`src/rtl/cacode_arb_phi_omega_pkg.sv`:
```
// -----------------------------------------------------------------------------
// cacode_arb_phi_omega_pkg
// Shared constants and helpers for the GPS C/A code generator slice:
//   - G1/G2 feedback tap masks (bit i = LFSR stage i+1)
//   - LFSR initial value, LFSR length, code length, NCO accumulator width
//   - single-step LFSR function, tap selection, and GF(2) matrix helpers used
//     to jump an LFSR forward by an arbitrary number of steps in one cycle
// -----------------------------------------------------------------------------
package cacode_arb_phi_omega_pkg;

    localparam int LFSR_LEN = 10;
    localparam int CODE_LEN = 1023;
    localparam int NCO_W    = 8;

    typedef logic [LFSR_LEN-1:0] lfsr_t;
    // Column j holds the image of basis vector e_j under the linear map.
    typedef lfsr_t [LFSR_LEN-1:0] gf2_mat_t;

    // G1: stages 3 and 10.  G2: stages 2, 3, 6, 8, 9, 10.
    localparam lfsr_t G1_TAPS   = 10'h204;
    localparam lfsr_t G2_TAPS   = 10'h3A6;
    localparam lfsr_t LFSR_INIT = 10'h3FF;

    // Fibonacci step: XOR of tapped stages enters stage 1, everything moves up.
    function automatic lfsr_t lfsr_step(input lfsr_t s, input lfsr_t taps);
        return {s[LFSR_LEN-2:0], ^(s & taps)};
    endfunction

    // Stage select 1..10; any other value contributes 0.
    function automatic logic tap_bit(input lfsr_t s, input logic [3:0] t);
        logic r;
        r = 1'b0;
        for (int i = 0; i < LFSR_LEN; i++) begin
            if (t == 4'(i + 1)) r = s[i];
        end
        return r;
    endfunction

    function automatic lfsr_t mat_apply(input gf2_mat_t m, input lfsr_t v);
        lfsr_t r;
        r = '0;
        for (int j = 0; j < LFSR_LEN; j++) begin
            if (v[j]) r = r ^ m[j];
        end
        return r;
    endfunction

    function automatic gf2_mat_t mat_mul(input gf2_mat_t a, input gf2_mat_t b);
        gf2_mat_t r;
        for (int j = 0; j < LFSR_LEN; j++) r[j] = mat_apply(a, b[j]);
        return r;
    endfunction

    function automatic gf2_mat_t step_mat(input lfsr_t taps);
        gf2_mat_t m;
        for (int j = 0; j < LFSR_LEN; j++) m[j] = lfsr_step(lfsr_t'(1) << j, taps);
        return m;
    endfunction

    // Advance s by n steps: apply A^(2^k) for every set bit k of n.  The
    // matrices depend only on constants, so synthesis folds them into a fixed
    // XOR network selected by n.
    function automatic lfsr_t lfsr_jump(input lfsr_t s, input logic [9:0] n, input lfsr_t taps);
        gf2_mat_t m;
        lfsr_t    r;
        m = step_mat(taps);
        r = s;
        for (int k = 0; k < 10; k++) begin
            if (n[k]) r = mat_apply(m, r);
            m = mat_mul(m, m);
        end
        return r;
    endfunction

endpackage

```
`src/rtl/cacode_arb_phi_omega.sv`:
```
// -----------------------------------------------------------------------------
// cacode_arb_phi_omega
// GPS C/A code generator with arbitrary G2 tap selection and an NCO-driven
// chip rate.  An 8-bit phase accumulator adds nco_omega every clock; each
// carry out advances G1 and G2 by one step, giving chip rate f_clk*omega/256.
// Ports:
//   clk        in   clock, rising edge
//   rst        in   asynchronous active-low reset (G1 = G2 = all-ones, acc = 0)
//   g1, g2     in   [9:0] load states (bit i = stage i+1)
//   set_reg    in   synchronous load strobe; clears acc, beats any NCO carry
//   T0, T1     in   [3:0] G2 tap stage numbers 1..10 (others contribute 0)
//   nco_omega  in   [7:0] NCO increment per clock
//   chip       out  G1 stage 10 ^ G2[T0] ^ G2[T1], combinational from state
// -----------------------------------------------------------------------------
module cacode_arb_phi_omega
    import cacode_arb_phi_omega_pkg::*;
(
    input  logic       clk,
    input  logic       rst,
    input  logic [9:0] g1,
    input  logic [9:0] g2,
    input  logic       set_reg,
    input  logic [3:0] T0,
    input  logic [3:0] T1,
    input  logic [7:0] nco_omega,
    output logic       chip
);

    lfsr_t            g1_state;
    lfsr_t            g2_state;
    logic [NCO_W-1:0] acc;
    logic [NCO_W:0]   acc_sum;

    // Bit NCO_W of the widened sum is the carry that paces the chips.
    assign acc_sum = {1'b0, acc} + {1'b0, nco_omega};

    always_ff @(posedge clk or negedge rst) begin
        if (!rst) begin
            g1_state <= LFSR_INIT;
            g2_state <= LFSR_INIT;
            acc      <= '0;
        end else if (set_reg) begin
            g1_state <= g1;
            g2_state <= g2;
            acc      <= '0;
        end else begin
            acc <= acc_sum[NCO_W-1:0];
            if (acc_sum[NCO_W]) begin
                g1_state <= lfsr_step(g1_state, G1_TAPS);
                g2_state <= lfsr_step(g2_state, G2_TAPS);
            end
        end
    end

    // Equal taps select the same bit twice and cancel through the XOR.
    assign chip = g1_state[LFSR_LEN-1] ^ tap_bit(g2_state, T0) ^ tap_bit(g2_state, T1);

endmodule

```
`config.mk`:
```
export PLATFORM = sky130hd
export DESIGN_NAME = cacode_arb_phi_omega
export DESIGN_NICKNAME = d
export VERILOG_FILES = /design/src/rtl/cacode_arb_phi_omega_pkg.sv /design/src/rtl/cacode_arb_phi_omega.sv
export SDC_FILE = /design/constraint.sdc
export NUM_CORES = 1
export LEC_CHECK = 0
export BUFFER_PORTS_ARGS = -buffer_cell sky130_fd_sc_hd__buf_2
export CORE_MARGIN = 2
export CORE_UTILIZATION = 55
export CTS_CLUSTER_DIAMETER = 120
export CTS_CLUSTER_SIZE = 8
export DETAILED_ROUTE_END_ITERATION = 10
export PLACE_DENSITY = 0.8
export RECOVER_POWER = 25
export REMOVE_ABC_BUFFERS = 1
export SYNTH_ARGS = -nofsm -noshare
export SYNTH_HDL_FRONTEND = slang
export SYNTH_SLANG_ARGS = --single-unit
```
`constraint.sdc`:
```
create_clock -name clk -period 2.5 [get_ports clk]
set_input_delay 0.125 -clock clk [delete_from_list [all_inputs] [get_ports clk]]
set_output_delay 0.125 -clock clk [all_outputs]
set_load 0.05 [all_outputs]
```
# Word-level counts from Yosys, hierarchy flattened
# Cells that the tools add are included.
dict set report word_totals {
  ramBits 0
  romBits 0
  in_bits 39
  latch_bits 0
  reg_bits 28
  word_cells 54
  out_inout_bits 1
  memories 0
}
dict set report op_classes {
  eq_ne 20
  bitwise 2
  mux 25
  add_sub_neg 1
  n_div 0
  shifts 0
  mul 0
  reduce_logical 3
  order_cmp 0
}
# op count
set op_table {}
lappend op_table {{$mux 10} 4}
lappend op_table {{$eq 4x3->1 const B} 8}
lappend op_table {{$eq 4x4->1 const B} 6}
lappend op_table {{$mux 1} 20}
lappend op_table {{$reduce_xor 10->1} 2}
lappend op_table {{$eq 4x2->1 const B} 4}
lappend op_table {{$add 8x8->9} 1}
lappend op_table {{$eq 4x1->1 const B} 2}
lappend op_table {{$mux 8} 1}
lappend op_table {{$reduce_bool 2->1} 1}
lappend op_table {{$xor 1x1->1} 2}

# Longest topological paths before layout
dict set report logic_depth {
  depth_word 13
  mapped_depth 8
  mapped_depth_nobuf 7
}

# Worst setup path before layout
# No wires, ideal clock.
dict set report synth_timing {
  path_kind {reg-to-reg}
  startpoint {register acc[0]}
  endpoint {register g1_state[0]}
  synth_period_minus_slack_ps 2265
  slack_ps 235
  required_ps 2418
  arrival_ps 2182
  stages_incl_launch_ff 9
  setup_ps 82
  path_cell_list {dfrtp_1 ha_1 fa_1 a21o_1 a21oi_2 o21ai_1 a311o_1 buf_6 mux2_4}
}
dict set report synth_between {
  elab_chain_len 2
}
# element line
set synth_lines {}
lappend synth_lines {{start: declaration} cacode_arb_phi_omega.sv:31} ;# logic [NCO_W-1:0] acc;
lappend synth_lines {{start signal: assignment} cacode_arb_phi_omega.sv:47} ;# acc <= acc_sum[NCO_W-1:0];
lappend synth_lines {{$add 8x8->9} cacode_arb_phi_omega.sv:35} ;# assign acc_sum = {1'b0, acc} + {1'b0, nco_omega};
lappend synth_lines {{$reduce_bool 2->1 (no line)} -}
lappend synth_lines {{end signal: assignment} cacode_arb_phi_omega.sv:43} ;# g1_state <= g1;
lappend synth_lines {{end signal: assignment} cacode_arb_phi_omega.sv:49} ;# g1_state <= lfsr_step(g1_state, G1_TAPS);
lappend synth_lines {{end: declaration} cacode_arb_phi_omega.sv:29} ;# lfsr_t g1_state;
# Every way passes these cells.
# A chain may end at the register's enable or synchronous reset.

# Final worst setup path
dict set report layout_timing {
  startpoint {register acc[0]}
  endpoint {register g1_state[5]}
}
# The elaborated chain is that of the path after synthesis.

==> results.md <==
- Status: finished clean
- Num Clock Sinks: 28
- Crit path DAT: 2620 ps
- Max clock buf depth: 2
- Period utilisation layout: 94.1%
- Leak Pwr: 1.04 nW
- Crit start category: register
- Io pins: 40
- H-tree lvl count: 1
- Top FF cell, synth: dfstp_2
- Largest net degree at the start of global routing: 34
- Via count: 1288
- FF+latch count, synth: 28
- FMAX: 0.425 GHz
- Worst vdd ir: 0.509 mV
- Cell internal pwr: 1.60 mW
- Final WL: 3340 microns
- Met1 Wirelength: 1540 microns
- Worst-path maximum fanout: 20
- Final Max Tran Viols: 0
- Syn-to-layout area delta: 14.4%
- Worst Tran Pin Value: 1420 ps
- Mapped cell area: 1930 sq um
- Net Sw Power: 782 uW
- Core area: 3360 sq um
- Initial cell density of the core: 57.3%
- Fin nets: 240
- Initial antenna violation count: 0
- Post-CTS sizing: 0
- Slew HR: 5.15%
- First-pass GRT wire length: 5890 microns
- Die H: 63.2 microns
- DRT iter0 DRCs: 29
- Hold Crit Class: input pin to register
- DR pass1 iterations: 4
- Ys Warns: 0
- Highest metal used: met4
- Register-to-register setup slack: 150 ps
- Global Route Usage Sum: 18.3%
- PortBufs: 39
- Die Width: 63.2 microns
- Fill cells: 292
- Sequential share of power: 40.7%
- Number of flops mapped to enable cells by yosys: 0
- Die ar.: 3990 sq um
- Crit path from: acc[0]
- Setup CP Type: register to register
- Worst Setup End Kind: register
- Reg2reg path depth: 8
- Vias/cell: 5.43
- Worst-path clk slew: 140 ps
- Fin Hold WS: 142 ps
- # rows: 21
- Layout cells sized above 1: 57.1%
- Sequential share of the synthesized area: 37.7%
- Reg-to-Reg Start: acc[0]
- Syn_area_per_cell: 12.6 sq um
- Cells after Synth: 153
- Maximum capacitance violations: 0
- Post-layout min period: 2350 ps
- Asr flop ratio synth: 100%
- Clock power frac: 9.1%
- Final-report hold violation count: 0
- Root Buffer: clkbuf_4
- Antenna viol nets, final: 0
- Worst Setup EP: g1_state[5]
- Unrepaired setup endpoints after global routing: no
- Vias in the first global route: 1365
- Cell area power density: 1080 nW/um^2
- DR WL/cell: 14.1 microns
- Switching share of power: 32.8%
- Final setup fails: 0
- N_diodes: 0
- Met3 WL: 109 microns
- Final Wtd Congestion: 0.792
- Setup Skew: 2.67 ps
- Most common cell after layout, fill and taps aside: buf_2
- Synth cell types: 33
- Num CTS Buffers: 3
- Most frequent cells in the layout: buf_2 (38), mux2_2 (22), mux2_4 (20), dfstp_2 (20), mux2i_1 (9)
- Met2 WL: 1650 microns
- Final instance area: 2200 sq um
- Residual DRC: 0
- Worst-skew pair later-pin latency: 320 ps
- Critical Path RT: 2770 ps
- Setup ws final: 147 ps
- CTS tree: built
- Dpl ws: 110 ps
- GRT overflow: 0
- DP HPWL: 2520 microns
- Placed Area: 2150 sq um
- Critical R2R Capture: g1_state[5]
- Comb pwr share: 50.2%
## layer usage
| metal | global-route usage (%) | up-vias |
|---|---|---|
| met5 | 0 | - |
| met4 | 7.07 | 0 |
| met3 | 2.68 | 4 |
| met2 | 31.6 | 22 |
| met1 | 23.1 | 634 |
| li1 | - | 628 |
## area by class of cell
class,instances,area (sq um),area share [%]
clock buffers,4,36.3,1.65
repair buffers,42,231,10.5
flip-flops and latches,28,726,32.9
well taps,46,57.6,2.61
multi-input cells,115,1140,52.0
inverters,2,7.51,0.341
## worst min-delay path by stage
stage / startpoint / end / slack (ps) / cells after the start
finish: nco_omega[0] / acc[0] / 140 / 3
global route: g2[4] / g2_state[4] / 130 / 3
CTS: g2[4] / g2_state[4] / 140 / 3
detailed placement: rst / acc[2] / 160 / 1
global placement: rst / acc[2] / 160 / 1
floorplan: rst / acc[0] / -170 / 0
## metrics by stage
stage | utilization (%) | total power [mW] | setup TNS [ps] | instances
final | 65.5 | 2.38 | 0 | 237
after CTS | 65.3 | 2.40 | 0 | 236
after global routing | 65.5 | 2.57 | 0 | 237
after floorplan | - | 1.91 | -1350 | 145
after global placement | 64.0 | 2.12 | 0 | 231
after detailed placement | 64.0 | 2.17 | 0 | 231
## sequential cells by signal, summed over array words and instances (netlist names)
name      count
g2_state     10
acc           8
g1_state     10
## kinds of logic (layout without fill, tap and decap cells)
logic type	count (synthesis)	count (layout)	share of synthesized area, %
XOR/XNOR	10	10	4.55
flip-flops	28	28	37.7
buffers and inverters	10	48	2.92
AO/OA/AOI/OAI	19	19	6.75
multiplexers	53	53	35.5
AND/OR/NAND/NOR	24	24	6.43
adder cells (fa/ha/maj)	9	9	6.23
## repair_timing
item,CTS,global route
buffers inserted,0,1
endpoints found under the hold margin,8,0
hold buffers,1,0
endpoints found under the setup margin,0,20
## synth_stat cells (all sizes together), types with 2 or more instances
master / number / area [sq um]
clkbuf: 3 / 11.3
dfrtp: 8 / 200
inv: 2 / 7.51
nand2b: 2 / 12.5
mux2: 42 / 548
nor2: 7 / 26.3
mux2i: 9 / 90.1
nand3b: 2 / 15.0
nor2b: 6 / 37.5
a21oi: 4 / 23.8
o21bai: 2 / 15.0
nand2: 5 / 18.8
ha: 8 / 100
mux4: 2 / 45.0
o21ai: 5 / 25.0
dfstp: 20 / 526
xnor2: 8 / 70.1
xor2: 2 / 17.5
a21o: 2 / 15.0
buf: 5 / 37.5
## power groups by stage
stage                     combinational [mW]  clock (mW)  sequential [mW]
after floorplan                         1.00           0            0.914
after global placement                  1.15           0            0.971
after detailed placement                1.20           0            0.978
after CTS                               1.20       0.226            0.974
after global routing                    1.31       0.247             1.01
final                                   1.20       0.217            0.970
## critical path, stage by stage (launching register included)
cell	delay, ps
dfrtp_1	400
ha_1	200
fa_1	410
a21o_1	180
a21oi_2	140
o21ai_1	80
a311o_1	390
buf_12	180
mux2_4	300
(Power assumes the default switching activity.)
